`src/rtl/fpall_result_unpacker.sv`:
```
// fpall_result_unpacker
//   Takes one 32-bit FPALL result word and turns it into scalar result beats
//   on a valid/ready channel. A word holds either one FP32 value or two FP16
//   lanes. An FP32 word gives one beat. An FP16 word gives two beats, one per
//   lane.
//
//   Optional feature: define FPALL_LANE_MASK_EN to add in_lane_mask_i. FP16
//   lanes whose mask bit is clear are skipped, and the beat that remains is
//   marked last. A mask of 2'b00 consumes the word and emits nothing.
//
// Parameters
//   LANE_ORDER  0: emit u16[0] first, 1: emit u16[1] first
//   FP16_PAD    0: out_data[31:16] is zero on FP16 beats, 1: sign-extend bit 15
//
// Ports
//   clk, rst        clock, async active-high reset
//   in_valid_i      result word valid
//   in_ready_o      unpacker can take a word
//   in_fmt_i        0 = FP32, 1 = FP16
//   in_op_i         producing op, carried to every beat
//   in_data_i       packed result word
//   in_lane_mask_i  (FPALL_LANE_MASK_EN only) bit i set = lane u16[i] is real
//   out_valid_o     result beat valid
//   out_ready_i     downstream accepts the beat
//   out_data_o      FP32 value, or FP16 value in [15:0] with padding above it
//   out_fmt_o       format of the beat
//   out_op_o        op of the beat
//   out_lane_o      source lane (always 0 for FP32)
//   out_last_o      last beat of the current word
module fpall_result_unpacker #(
  parameter int LANE_ORDER = 0,
  parameter int FP16_PAD   = 0
) (
  input  logic        clk,
  input  logic        rst,
  input  logic        in_valid_i,
  output logic        in_ready_o,
  input  logic        in_fmt_i,
  input  logic [1:0]  in_op_i,
  input  logic [31:0] in_data_i,
`ifdef FPALL_LANE_MASK_EN
  input  logic [1:0]  in_lane_mask_i,
`endif
  output logic        out_valid_o,
  input  logic        out_ready_i,
  output logic [31:0] out_data_o,
  output logic        out_fmt_o,
  output logic [1:0]  out_op_o,
  output logic        out_lane_o,
  output logic        out_last_o
);

  typedef enum logic [1:0] {EMPTY, BEAT0, BEAT1} state_e;

  localparam logic FMT_FP32 = 1'b0;
  localparam logic FIRST    = (LANE_ORDER != 0);
  localparam logic SECOND   = ~FIRST;

  function automatic logic [31:0] pad16(input logic [15:0] h);
    return (FP16_PAD != 0) ? {{16{h[15]}}, h} : {16'h0000, h};
  endfunction

  function automatic logic [15:0] lane16(input logic [31:0] w, input logic l);
    return l ? w[31:16] : w[15:0];
  endfunction

  logic [1:0] lane_mask;
`ifdef FPALL_LANE_MASK_EN
  assign lane_mask = in_lane_mask_i;
`else
  assign lane_mask = 2'b11;
`endif

  state_e      state_q, state_d;
  logic [31:0] word_q, word_d;
  logic        fmt_q, fmt_d;
  logic [1:0]  op_q, op_d;
  logic        valid_q, valid_d;
  logic [31:0] data_q, data_d;
  logic        lane_q, lane_d;
  logic        last_q, last_d;

  logic beat_fire, accept;

  assign beat_fire  = valid_q && out_ready_i;
  // When the last beat is leaving, a new word can load in the same cycle.
  // This is why back-to-back words have no gap.
  assign in_ready_o = (state_q == EMPTY) || (beat_fire && last_q);
  assign accept     = in_valid_i && in_ready_o;

  always_comb begin
    state_d = state_q;
    word_d  = word_q;
    fmt_d   = fmt_q;
    op_d    = op_q;
    valid_d = valid_q;
    data_d  = data_q;
    lane_d  = lane_q;
    last_d  = last_q;

    if (beat_fire) begin
      if (last_q) begin
        state_d = EMPTY;
        valid_d = 1'b0;
      end else begin
        // A non-last first beat only happens when both lanes are present.
        // So the second beat always comes from the SECOND lane.
        state_d = BEAT1;
        data_d  = pad16(lane16(word_q, SECOND));
        lane_d  = SECOND;
        last_d  = 1'b1;
      end
    end

    // A new word takes priority over the retire step above.
    if (accept) begin
      word_d = in_data_i;
      fmt_d  = in_fmt_i;
      op_d   = in_op_i;
      if (in_fmt_i == FMT_FP32) begin
        state_d = BEAT0;
        valid_d = 1'b1;
        data_d  = in_data_i;
        lane_d  = 1'b0;
        last_d  = 1'b1;
      end else if (lane_mask[FIRST]) begin
        state_d = BEAT0;
        valid_d = 1'b1;
        data_d  = pad16(lane16(in_data_i, FIRST));
        lane_d  = FIRST;
        last_d  = !lane_mask[SECOND];
      end else if (lane_mask[SECOND]) begin
        state_d = BEAT0;
        valid_d = 1'b1;
        data_d  = pad16(lane16(in_data_i, SECOND));
        lane_d  = SECOND;
        last_d  = 1'b1;
      end else begin
        // Both lanes are masked off: drop the word and stay ready.
        state_d = EMPTY;
        valid_d = 1'b0;
      end
    end
  end

  always_ff @(posedge clk or posedge rst) begin
    if (rst) begin
      state_q <= EMPTY;
      word_q  <= '0;
      fmt_q   <= FMT_FP32;
      op_q    <= 2'b00;
      valid_q <= 1'b0;
      data_q  <= '0;
      lane_q  <= 1'b0;
      last_q  <= 1'b0;
    end else begin
      state_q <= state_d;
      word_q  <= word_d;
      fmt_q   <= fmt_d;
      op_q    <= op_d;
      valid_q <= valid_d;
      data_q  <= data_d;
      lane_q  <= lane_d;
      last_q  <= last_d;
    end
  end

  assign out_valid_o = valid_q;
  assign out_data_o  = data_q;
  assign out_fmt_o   = fmt_q;
  assign out_op_o    = op_q;
  assign out_lane_o  = lane_q;
  assign out_last_o  = last_q;

endmodule

```
`config.mk`:
```
export PLATFORM = sky130hd
export DESIGN_NAME = fpall_result_unpacker
export DESIGN_NICKNAME = d
export VERILOG_FILES = /design/src/rtl/fpall_result_unpacker.sv
export SDC_FILE = /design/constraint.sdc
export NUM_CORES = 1
export LEC_CHECK = 0
export ABC_AREA = 0
export CORE_MARGIN = 4
export CORE_UTILIZATION = 40
export DETAILED_ROUTE_END_ITERATION = 7
export GPL_ROUTABILITY_DRIVEN = 1
export GPL_TIMING_DRIVEN = 0
export HOLD_SLACK_MARGIN = 0.05
export MAX_ROUTING_LAYER = met4
export PLACE_DENSITY = 0.81
export SYNTH_ARGS = -nofsm -noshare
export SYNTH_HDL_FRONTEND = slang
export SYNTH_SLANG_ARGS = --single-unit
```
`constraint.sdc`:
```
create_clock -name clk -period 1.6 [get_ports clk]
set_clock_uncertainty 0.1 [all_clocks]
set_input_delay 0.16 -clock clk [delete_from_list [all_inputs] [get_ports clk]]
set_output_delay 0.16 -clock clk [all_outputs]
set_load 0.03 [all_outputs]
```
Yosys cells after proc, flatten, opt, wreduce, memory -nomap -nowiden:

Cells that the tools add are included.
W data, S select, Z words.

* register bits: 72
* bits in latches: 0
* memory bits (writable): 0
* bits in read-only memories: 0
* input port bits: 39
* output and inout port bits: 39
* logic and storage cells: 34
* memories kept: 0

* $add $sub $neg: 0
* $mul: 0
* div/mod/pow operators: 0
* $lt $le $gt $ge: 0
* equality and inequality tests: 1
* shift-type cells: 0
* multiplexer cells: 16
* bitwise logic cells: 0
* reductions and logical operators: 9

Operators by type and width (count)
* $mux W32: 4
* $mux W1: 9
* $mux W2: 3
* $reduce_and A2 Y1: 2
* $reduce_bool A2 Y1: 2
* $logic_and A1 B1 Y1: 3
* $logic_not A2 Y1: 1
* $ne A2 B1 Y1 const B: 1
* $logic_or A1 B1 Y1: 1

Logic depth before layout (Yosys ltp):

Gate-level depths: netlist of the first run.

* depth after elaboration: 6
* mapped depth: 6
* mapped depth without buffers: 3

Worst setup path before layout of the first run:

Ideal clock, no wire load.

* kind: register to register
* start point: reg valid_q (netlist: out_valid_o)
* end point: reg op_q[0] (netlist: out_op_o[0])
* setup time: 0.125 ns
* arrival: 1.615 ns
* required time: 1.375 ns
* path slack: -0.239 ns
* cell stages (with the launch flop): 5
* path buffers: 1
* clock period less this slack: 1.839 ns
* cells stage by stage: dfrtp_1 > buf_2 > nand4_1 > nand2_1 > mux2_2

* longest elaborated chain between the ends: 4

RTL lines
* from (decl): line 78 `logic valid_q, valid_d;`
* from (signal assigned): line 161 `valid_q <= valid_d;`
* $logic_and A1 B1 Y1: line 85 `assign beat_fire = valid_q && out_ready_i;`
* $logic_and A1 B1 Y1: line 88 `assign in_ready_o = (state_q == EMPTY) || (beat_fire && last_q);`
* $logic_or A1 B1 Y1: line 88
* $logic_and A1 B1 Y1: line 89 `assign accept = in_valid_i && in_ready_o;`
* to (signal assigned): line 160 `op_q <= op_d;`
* to (decl): line 77 `logic [1:0] op_q, op_d;`

No other way between the ends.
A chain may end at the register's enable or synchronous reset.

Final worst setup path of the first run:

* start point: reg state_q[1]
* end point: reg data_q[18] (netlist: out_data_o[18])

* longest elaborated chain between the ends: 5
* elaborated cells between the ends (all ways): 7
* classes of those cells: 1 x eq/ne; 1 x mux; 5 x reduce/logical

RTL lines
* from (decl): line 74 `state_e state_q, state_d;`
* from (signal assigned): line 157 `state_q <= state_d;`
* $logic_not A2 Y1 *: line 88
* $logic_or A1 B1 Y1 *: line 88
* $logic_and A1 B1 Y1 *: line 89
* $ne A2 B1 Y1 (no line) / $reduce_bool A2 Y1 (equally long branches)
* $reduce_and A2 Y1 (no line)
* to (signal assigned): line 162 `data_q <= data_d;`
* to (decl): line 79 `logic [31:0] data_q, data_d;`

Mark *: on every way between the ends. The rest lies on a longest branch, timed or not.

==> results of run 1 <==
routing by layer:
metal / share of wire [%] / vias to the layer above / track usage [%]
li1: - / 1040 / -
met1: 39 / 1136 / 26.1
met2: 50 / 116 / 35.7
met3: 7.4 / 26 / 3.59
met4: 3.0 / 0 / 9.64
met5: 0 / - / -
path summary, 6_finish.rpt:
kind,startpoint,endpoint,slack (ps),cells after the start
setup / recovery,state_q[1],out_data_o[18],-160,6
hold / removal,out_ready_i,out_valid_o,110,3
setup reg to reg,state_q[1],out_data_o[18],-160,6
hold reg to reg,out_data_o[21],out_data_o[21],410,1
max in group asynchronous,rst,out_last_o,350,2
min in group asynchronous,rst,out_data_o[28],370,2
critical path, delay by kind of cell (launching register included):
family                 cells  cell delay, ps
buffers and inverters      3             450
and+or+nand+nor            1             360
DFF                        1             450
AOI/OAI and AO/OA          2             340
area by class of cell:
type | instances | area share (%)
clock buffer | 6 | 2.08
timing repair buffer | 113 | 26.0
multi-input combinational | 122 | 28.2
sequential | 56 | 35.5
tap | 72 | 2.27
buffer | 15 | 3.85
inverter | 17 | 1.71
clock inverter | 2 | 0.379
cell usage in the layout (no fill, tap or decap), drive strengths merged, types with 2 or more instances in the layout:
cell type      Yosys  final
buf               11     48
a31oi             16     16
o211ai            16     16
clkbuf             8     12
nand3             16     16
a21o               2      2
dlygate4sd2        0     34
inv               17     16
and3b              2      2
dfrtp             56     56
mux2               3      3
a21oi              4      4
a211oi            16     16
clkinvlp           0      3
clkdlybuf4s50      0     36
dlymetal6s2s       0      4
o21ai             17     17
nor2               3      3
a22o              16     16
nand2              5      5
sequential cells by signal (all words and copies together) (netlist names):
register	flops
out_valid_o	1
out_lane_o	1
out_fmt_o	1
state_q	2
out_op_o	2
out_last_o	1
word_q	16
out_data_o	32
Yosys cell counts:
library cell,instances
o21ai_0,16
or3b_1,1
dfrtp_1,56
a22o_1,16
clkbuf_1,8
a21oi_4,1
a211oi_1,16
nand3_1,16
nand2_1,5
a31oi_1,16
a21oi_2,1
inv_1,17
buf_4,2
o2bb2ai_2,1
buf_1,2
nor3_1,1
mux2_2,3
and3b_1,2
o21ai_2,1
a21oi_1,2
o211ai_1,16
buf_6,1
or2_2,1
nor2_1,2
nand4_1,1
and3_1,1
buf_2,6
nor2_2,1
a21o_1,2
power groups by stage:
stage	clock network, W	registers (W)	logic [W]
after floorplan	0	0.00342	0.00149
after global placement	0	0.00248	0.00388
after detailed placement	0	0.00250	0.00395
after CTS	0.000823	0.00253	0.00432
after global routing	0.000896	0.00266	0.00513
final	0.000830	0.00258	0.00484
cell families (layout without fill, tap and decap cells):
family,count (synthesis),in the layout,share of synthesized area [%]
flops,56,56,58.6
compound gates,88,88,26.5
mux,3,3,1.41
buf+inv,36,153,6.60
simple gates,31,31,6.81
through the flow:
stage	hold slack, ps	setup WS (ps)	cells
after global placement	380	-696	361
after global routing	112	-211	403
after CTS	89.6	-242	394
after floorplan	139	-61.9	214
after detailed placement	392	-694	361
final	113	-163	403
timing repair:
| item | 4_1_cts | 5_1_grt |
|---|---|---|
| gates resized for setup | 97 | 40 |
| pin swaps | 6 | 12 |
| setup buffers | 22 | 12 |
| hold buffers | 0 | 0 |
| gates cloned | 4 | 0 |
| endpoints found under the hold margin | 0 | 0 |
| setup endpoints to repair | 71 | 61 |
==> results.md, run 1 <==
* DR pass1 iterations at 4
* Netlist cell types at 29
* Switch share at approximately 45%
* Total die area at 7280 um2
* Largest net degree at the start of global routing at between 50 and 60
* Synth top area share at 58.6%
* Rel. slew slack at 21.3%
* Initial antenna violation count at 0
* Status: complete, but fails checks
* Avg WL per Cell at 19.9 um
* Sw Pwr at about 0.0037 W
* Die height at 85.3 um
* Port Buffers at 75
* Placed Area at 3280 um2
* Routability congestion estimate at approximately 0.82
* CP Launch Type: register
* Synth warn at 0
* P&R area growth vs syn at 65.8%
* Vias in the first global route at approximately 2400
* Final setup viols at 53
* Hpwl dp at 4400 um
* Routed WL at approximately 8000 um
* Max Clk Rate at 567 MHz
* Slowest CP cell: dfrtp_2
* Worst EP arrival at 1910 ps
* Final max-slew violation count at 0
* Internal power at 0.00457 W
* Final Power at 0.00825 W
* Critical Path RT at between 1500 and 2000 ps
* Worst slew pin tran at 1180 ps
* All-layer global routing usage at 21.7%
* Post-Syn Instances at 214
* Global route total overflow at 0
* Synth Net Count at 253
* Row count at 27
* First-pass GRT wire length at 12200 um
* Seq cells post-synth at 56
* Min-delay worst type: input pin to register
* Power per cell area at 2080 nW/um2
* CTS buffer count at 5
* Final instance area at 3960 um2
* Drt drc at 0
* # nets final at 369
* Synth area leaders: dfrtp_1, a22o_1, a211oi_1
* Detailed Route Iter0 Violations at 174
* Layout cells sized above 1 at 31.1%
* Most frequent CP cell: buf_6
* CP Class: register to register
* Worst-path clk slew at approximately 100 ps
* Unrepaired setup endpoints after global routing: yes
* Inserted Diodes at 0
* Via count at 2318
* Fin crit share at 110%
* Setup TNS at -4360 ps
* Seq pwr share at 31.3%
* Failing checks: setup timing
* Logic pwr share at 58.7%
* Crit path capture type: register
* Multi-input logic area at 1120 um2
* Final core occ at 70.2%
* Post-synthesis cell area at between 2000 and 2500 um2
* Clock share of power at between 10% and 20%
* CTS tree: yes
* Worst-case clock buffer depth at 2
* Vias/cell at 5.75
* DRT antenna net count at 0
* Final hold viol count at 0
* Root Buffer: clkbuf_8
* Max-Cap Viols at 0
* # IOs at slightly below 80
* Final WS setup at -163 ps
* Clock tree sinks at 56
* Average cell area after synthesis at 11.2 um2
* H-tree depth at 2
* Initial core utilization at 42.4%
* Final min period at around 1800 ps
* CORE AREA at 5640 um2
* Sequential share of the synthesized area at 58.6%
* Worst path max stage delay at about 450 ps
* Leak Pwr at approximately 1.8 nW
* Reg area at 1410 um2
* Dominant cell type by area after synthesis: dfrtp_1
* Clock latency on the worst-skew pair at 310 ps
* CP cell instances: buf_6 -> or3b_1 -> buf_6 -> a21oi_4 -> buf_6 -> a22o_1
* Width of the die at 85.3 um
* Final-layout fill cell count at 391
* Worst-path fanout max at 6
* Peak VDD IR at 1.01 mV
Note: power is estimated with default switching activity, not from simulation.
==> run 2, diff against run 1 <==
CORE_UTILIZATION = 41   (was 40)
PLACE_DENSITY = 0.82   (was 0.81)
==> results.md, run 2 (synthesis gave the netlist of run 1 again) <==
* Vias in the first global route at 2198 (-8.2%)
* Final hold viol count at 0 (unchanged)
* Commonest non-fill, non-tap cell in the layout: dfrtp_1
* Worst EP arrival at 1830 ps (-80 ps)
* Width of the die at 84.3 um (-1.1%)
* Fin crit share at 107% (-3.2 points)
* DR WL met2 at 4200 um (+4.2%)
* Initial antenna violation count at 0 (unchanged)
* Worst-path clk slew at 100 ps (about the same)
* Unrepaired setup endpoints after global routing: yes
* Crit path capture type: register
* Hold Startpoint: out_ready_i
* WL met1 at 3510 um (+11%)
* Final setup viols at 34 (-36%)
* Logic pwr share at 61.3% (+2.6 points)
* Placed Area at 3280 um2 (unchanged)
* Inserted Diodes at 0 (unchanged)
* Critical Path RT at 1720 ps (-30 ps)
* H-tree depth at 2 (unchanged)
* Via count at 2292 (-1.1%)
* Max-Cap Viols at 0 (unchanged)
* P&R area growth vs syn at 73.7%
* DR WL met3 at 387 um (-35%)
* CTS tree: yes
* Failing checks: setup timing
* Die height at 84.3 um (-1.1%)
* Final min period at 1710 ps (-51.3 ps)
* R2R setup slack at -110 ps (+50 ps)
* Status: complete, but fails checks
* Clock latency on the worst-skew pair at 300 ps (about the same)
* R2R cell count at 6 (unchanged)
* DR pass1 iterations at 4 (unchanged)
* Initial core utilization at 42.9% (+0.51 points)
* Total die area at 7110 um2 (-2.2%)
* First-pass GRT wire length at 11200 um (-8.1%)
* Internal power at 0.00492 W (+7.8%)
* Worst slew pin tran at 1170 ps (-7.89 ps)
* Row count at 27 (unchanged)
* Final WS setup at -112 ps (+51.3 ps)
* Worst flop-to-flop path endpoint: out_data_o[5]
* Largest net degree at the start of global routing at 57 (unchanged)
* Seq pwr share at 29.7% (-1.6 points)
* Final core occ at 74.5% (+4.2 points)
* Port Buffers at 75 (unchanged)
* Layout cells sized above 1 at 35.5% (+4.3 points)
* Hold Path Sink: out_valid_o
* Final-layout fill cell count at 360 (-7.9%)
* CORE AREA at 5570 um2 (-1.2%)
* Global route total overflow at 0 (unchanged)
* Root Buffer: clkbuf_8
* Max Used Layer: met4
* Rel. slew slack at 21.8% (+0.53 points)
* Final instance area at 4150 um2 (+4.7%)
* Power per cell area at 2150 nW/um2 (+3.2%)
* Reg-to-reg startpoint: out_valid_o
* Most frequent cells in the layout: dfrtp_1, clkdlybuf4s50_1, dlygate4sd2_1
* Hpwl dp at 4430 um (+0.56%)
* Leak Pwr at 1.85 nW (+1.4%)
* Routed WL at 8290 um (+3.4%)
* Worst-case clock buffer depth at 2 (unchanged)
* Detailed Route Iter0 Violations at 125 (-28%)
* Final max-slew violation count at 0 (unchanged)
* All-layer global routing usage at 19.9% (-1.8 points)
* # IOs at 78 (unchanged)
* Critical path startpoint: out_valid_o
* Sw Pwr at 0.00401 W (+8.6%)
* DRT antenna net count at 0 (unchanged)
* Max Clk Rate at 584 MHz (+3.0%)
* Clock share of power at 9.0% (-1.1 points)
* Largest register FFs at 32 (unchanged)
* Routability congestion estimate at 0.834 (+1.5%)
* Hold path cells at 3 (unchanged)
* Drt drc at 0 (unchanged)
* CP Class: register to register
* # nets final at 368 (-0.27%)
* Vias/cell at 5.70 (-0.88%)
* Worst-path fanout max at 6 (unchanged)
* CP Launch Type: register
* Peak VDD IR at 1.08 mV (+7.8%)
* Clock tree sinks at 56 (unchanged)
* CTS buffer count at 5 (unchanged)
* Min-delay worst type: input pin to register
* Switch share at 44.9% (+0.17 points)
* Avg WL per Cell at 20.6 um (+3.7%)
[run 2: cell count changes in the layout (fill, tap and decap cells not counted), moves of 9 or more]
cell,previous run,this run
a211oi_1,13,1
buf_4,32,23
o21ai_1,6,15
nand3_4,12,3
a31oi_1,15,6
[run 2: power groups by stage]
| stage | logic (W) | registers (W) | clock network, W |
|---|---|---|---|
| 6_report | 0.00547 | 0.00265 | 0.000805 |
| 5_1_grt | 0.00571 | 0.00272 | 0.000878 |
| 4_1_cts | 0.00422 | 0.00250 | 0.000806 |
| 3_5_place_dp | 0.00394 | 0.00250 | 0 |
| 3_3_place_gp | 0.00387 | 0.00248 | 0 |
| 2_1_floorplan | 0.00149 | 0.00342 | 0 |
[run 2: worst max path at each step]
stage,end,slack (ps),cells after the start
finish,out_data_o[5],-110,6
global placement,in_ready_o,-660,4
detailed placement,in_ready_o,-680,4
CTS,in_ready_o,-230,6
global route,out_data_o[5],-190,6
floorplan,out_fmt_o,-60,5
[run 2: area by class of cell]
class,instances,area [um2],share of cell area (%)
clock inverter,1,7.51,0.181
clock buffer,7,86.3,2.08
buffer,15,144,3.47
timing repair buffer,112,1080,26.0
multi-input combinational,122,1270,30.6
tap,72,90.1,2.17
inverter,17,67.6,1.63
sequential,56,1410,33.9
[run 2: what timing repair did]
| action | CTS | global route |
|---|---|---|
| endpoints found under the setup margin | 70 | 58 |
| cloned | 2 | 2 |
| pin swaps | 16 | 25 |
| gates resized for setup | 88 | 84 |
| hold buffers | 0 | 0 |
| setup buffers | 20 | 13 |
[run 2: layer usage]
| metal | up-vias | GRT usage [%] |
|---|---|---|
| met1 | 1141 | 25.7 |
| met2 | 105 | 32.3 |
| met4 | 0 | 6.04 |
| met5 | - | - |
| li1 | 1027 | - |
| met3 | 19 | 3.43 |
[run 2: stage by stage]
| stage | setup WS, ps | power (W) | hold WS (ps) | std cells | TNS [ps] |
|---|---|---|---|---|---|
| finish | -112 | 0.00893 | 101 | 402 | -1570 |
| global route | -192 | 0.00931 | 111 | 402 | -3030 |
| CTS | -227 | 0.00752 | 89.3 | 390 | -4840 |
| detailed placement | -681 | 0.00645 | 392 | 361 | -4900 |
| global placement | -665 | 0.00635 | 381 | 361 | -3810 |
| floorplan | -61.9 | 0.00492 | 139 | 214 | -682 |
[run 2: worst max-delay path: stages (launching register included)]
cell and delay (ps):
dfrtp_2 420, buf_6 120, buf_6 100, and3b_2 290, a21o_4 260, buf_6 140
a31oi_1 180
==> run 3, diff against run 2 <==
SETUP_SLACK_MARGIN = 0.02   (was unset)
==> results.md, run 3 (synthesis gave the netlist of run 1 again) <==
* Status: complete, but fails checks
* Failing checks: setup timing
* # nets final at 367 (-0.27%)
* R2R setup slack at -160 ps (-50 ps)
* Total die area at 7110 um2 (unchanged)
* M2 GR Usage at 37.7% (+5.4 points)
* Multi-input logic area at 1250 um2 (-1.2%)
* Inserted Diodes at 0 (unchanged)
* CTS buffer count at 5 (unchanged)
* Met3 global-route usage at 3.83% (+0.39 points)
* Setup TNS at -4310 ps (-2740 ps)
* Clock tree sinks at 56 (unchanged)
* CTS hold repair buffers at 0 (unchanged)
* Width of the die at 84.3 um (unchanged)
* Most frequent cells in the layout: dfrtp_1, dlygate4sd2_1, clkdlybuf4s50_1
* Final setup viols at 45 (+32%)
* H-tree depth at 2 (unchanged)
* Final max-slew violation count at 0 (unchanged)
* Slowest CP cell: dfrtp_2
* Routed WL at 8890 um (+7.2%)
* Max Clk Rate at 567 MHz (-2.9%)
* Worst slew pin tran at 1200 ps (+30.9 ps)
* Dpl ws at -654 ps (+26.3 ps)
* Peak VDD IR at 1.12 mV (+3.1%)
* Worst-path fanout max at 5 (-1)
* Rel. slew slack at 19.8% (-2.1 points)
* Final WS setup at -164 ps (-51.9 ps)
* Final hold viol count at 0 (unchanged)
* # IOs at 78 (unchanged)
* Largest register FFs at 32 (unchanged)
* Routability congestion estimate at 0.838 (+0.54%)
* CP Launch Type: register
* Global route total overflow at 0 (unchanged)
* Die height at 84.3 um (unchanged)
* CP cell instances: or3b_1 -> buf_6 -> buf_12 -> clkbuf_16 -> nand3_4 -> a31oi_4
* Port Buffers at 75 (unchanged)
* Hpwl dp at 4500 um (+1.6%)
* Vias/cell at 5.91 (+3.6%)
* Commonest non-fill, non-tap cell in the layout: dfrtp_1
* Detailed Route Iter0 Violations at 171 (+37%)
* Final-layout fill cell count at 355 (-1.4%)
* Initial antenna violation count at 0 (unchanged)
* Root Buffer: clkbuf_8
* Via count at 2369 (+3.4%)
* Max-Cap Viols at 0 (unchanged)
* Final min period at 1760 ps (+51.9 ps)
* Unrepaired setup endpoints after global routing: yes
* Min-delay worst type: input pin to register
* Layout cells sized above 1 at 35.0% (-0.50 points)
* Worst EP arrival at 1850 ps (+20 ps)
* Reg area at 1410 um2 (unchanged)
* Initial core utilization at 42.9% (unchanged)
* Avg WL per Cell at 22.2 um (+7.5%)
* Largest net degree at the start of global routing at 57 (unchanged)
* Fin crit share at 110% (+3.2 points)
* Power per cell area at 2140 nW/um2 (-0.55%)
* DR pass1 iterations at 5 (+1)
* Placed Area at 3290 um2 (+0.42%)
* Worst-path clk slew at 100 ps (about the same)
* Final core occ at 75.3% (+0.85 points)
* Reg-to-reg startpoint: state_q[1]
* Final Power at 0.00898 W (+0.59%)
* Most Used Layer, Global Route: met2
* Crit path capture type: register
* Hold Startpoint: out_ready_i
* Leak Pwr at 1.87 nW (+1.2%)
* Row count at 27 (unchanged)
* Clock latency on the worst-skew pair at 310 ps (about the same)
* CP Class: register to register
* First-pass GRT wire length at 12200 um (+9.2%)
* Grt met1 use at 27.3% (+1.6 points)
* Worst-case clock buffer depth at 2 (unchanged)
* DRT antenna net count at 0 (unchanged)
* Final instance area at 4200 um2 (+1.1%)
* P&R area growth vs syn at 75.7%
* CORE AREA at 5570 um2 (unchanged)
* Vias in the first global route at 2365 (+7.6%)
* Worst path max stage delay at 460 ps (+40 ps)
* Critical path startpoint: state_q[1]
* CTS tree: yes
* Critical Path RT at 1690 ps (-30 ps)
* Drt drc at 0 (unchanged)
* All-layer global routing usage at 22.0% (+2.1 points)
run 3: cell count changes in the layout (fill, tap and decap cells not counted), sizes merged, moves of 2 or more:
cell / delta
clkbuf: +2
dlygate4sd2: +4
buf: -4
dlymetal6s2s: -4
run 3: worst paths after layout:
| kind | end | depth (start not counted) |
|---|---|---|
| setup / recovery | out_data_o[7] | 6 |
| hold / removal | out_valid_o | 3 |
| setup reg to reg | out_data_o[7] | 6 |
| hold reg to reg | out_data_o[30] | 1 |
| max in group asynchronous | out_valid_o | 2 |
| min in group asynchronous | out_data_o[21] | 2 |
run 3: metal layers:
| layer | vias up | wire length (um) |
|---|---|---|
| met5 | - | 0 |
| met4 | 0 | 184 |
| met2 | 130 | 4610 |
| met3 | 19 | 561 |
| li1 | 1035 | - |
| met1 | 1185 | 3540 |
run 3: what timing repair did:
action,in CTS,in global routing
gates cloned,3,2
pin swaps,18,15
endpoints found under the hold margin,0,0
setup buffers,22,7
endpoints found under the setup margin,80,56
resized for setup,109,56
run 3: stage by stage:
| stage | hold WS [ps] | instances |
|---|---|---|
| detailed placement | 394 | 361 |
| floorplan | 139 | 214 |
| CTS | 93.1 | 394 |
| global placement | 380 | 361 |
| global route | 118 | 401 |
| finish | 116 | 401 |
run 3: final cells by class:
type	instances	share of cell area (%)
sequential	56	33.5
multi-input combinational	122	29.9
timing repair buffer	109	25.3
buffer	17	4.68
tap	72	2.15
clock buffer	6	1.97
inverter	17	1.61
clock inverter	2	0.924
run 3: report_power, final:
group          leakage [nW]  internal [W]  switching [W]
clock                0.0614      0.000513       0.000479
sequential            0.684       0.00213       0.000544
combinational          1.13       0.00232        0.00300
total                  1.87       0.00496        0.00402
run 3: critical path, delay by kind of cell, from the launching register on:
kind	cells	cell delay, ps
DFF	1	460
buffers and inverters	3	470
AOI/OAI and AO/OA	1	90
and+or+nand+nor	2	520
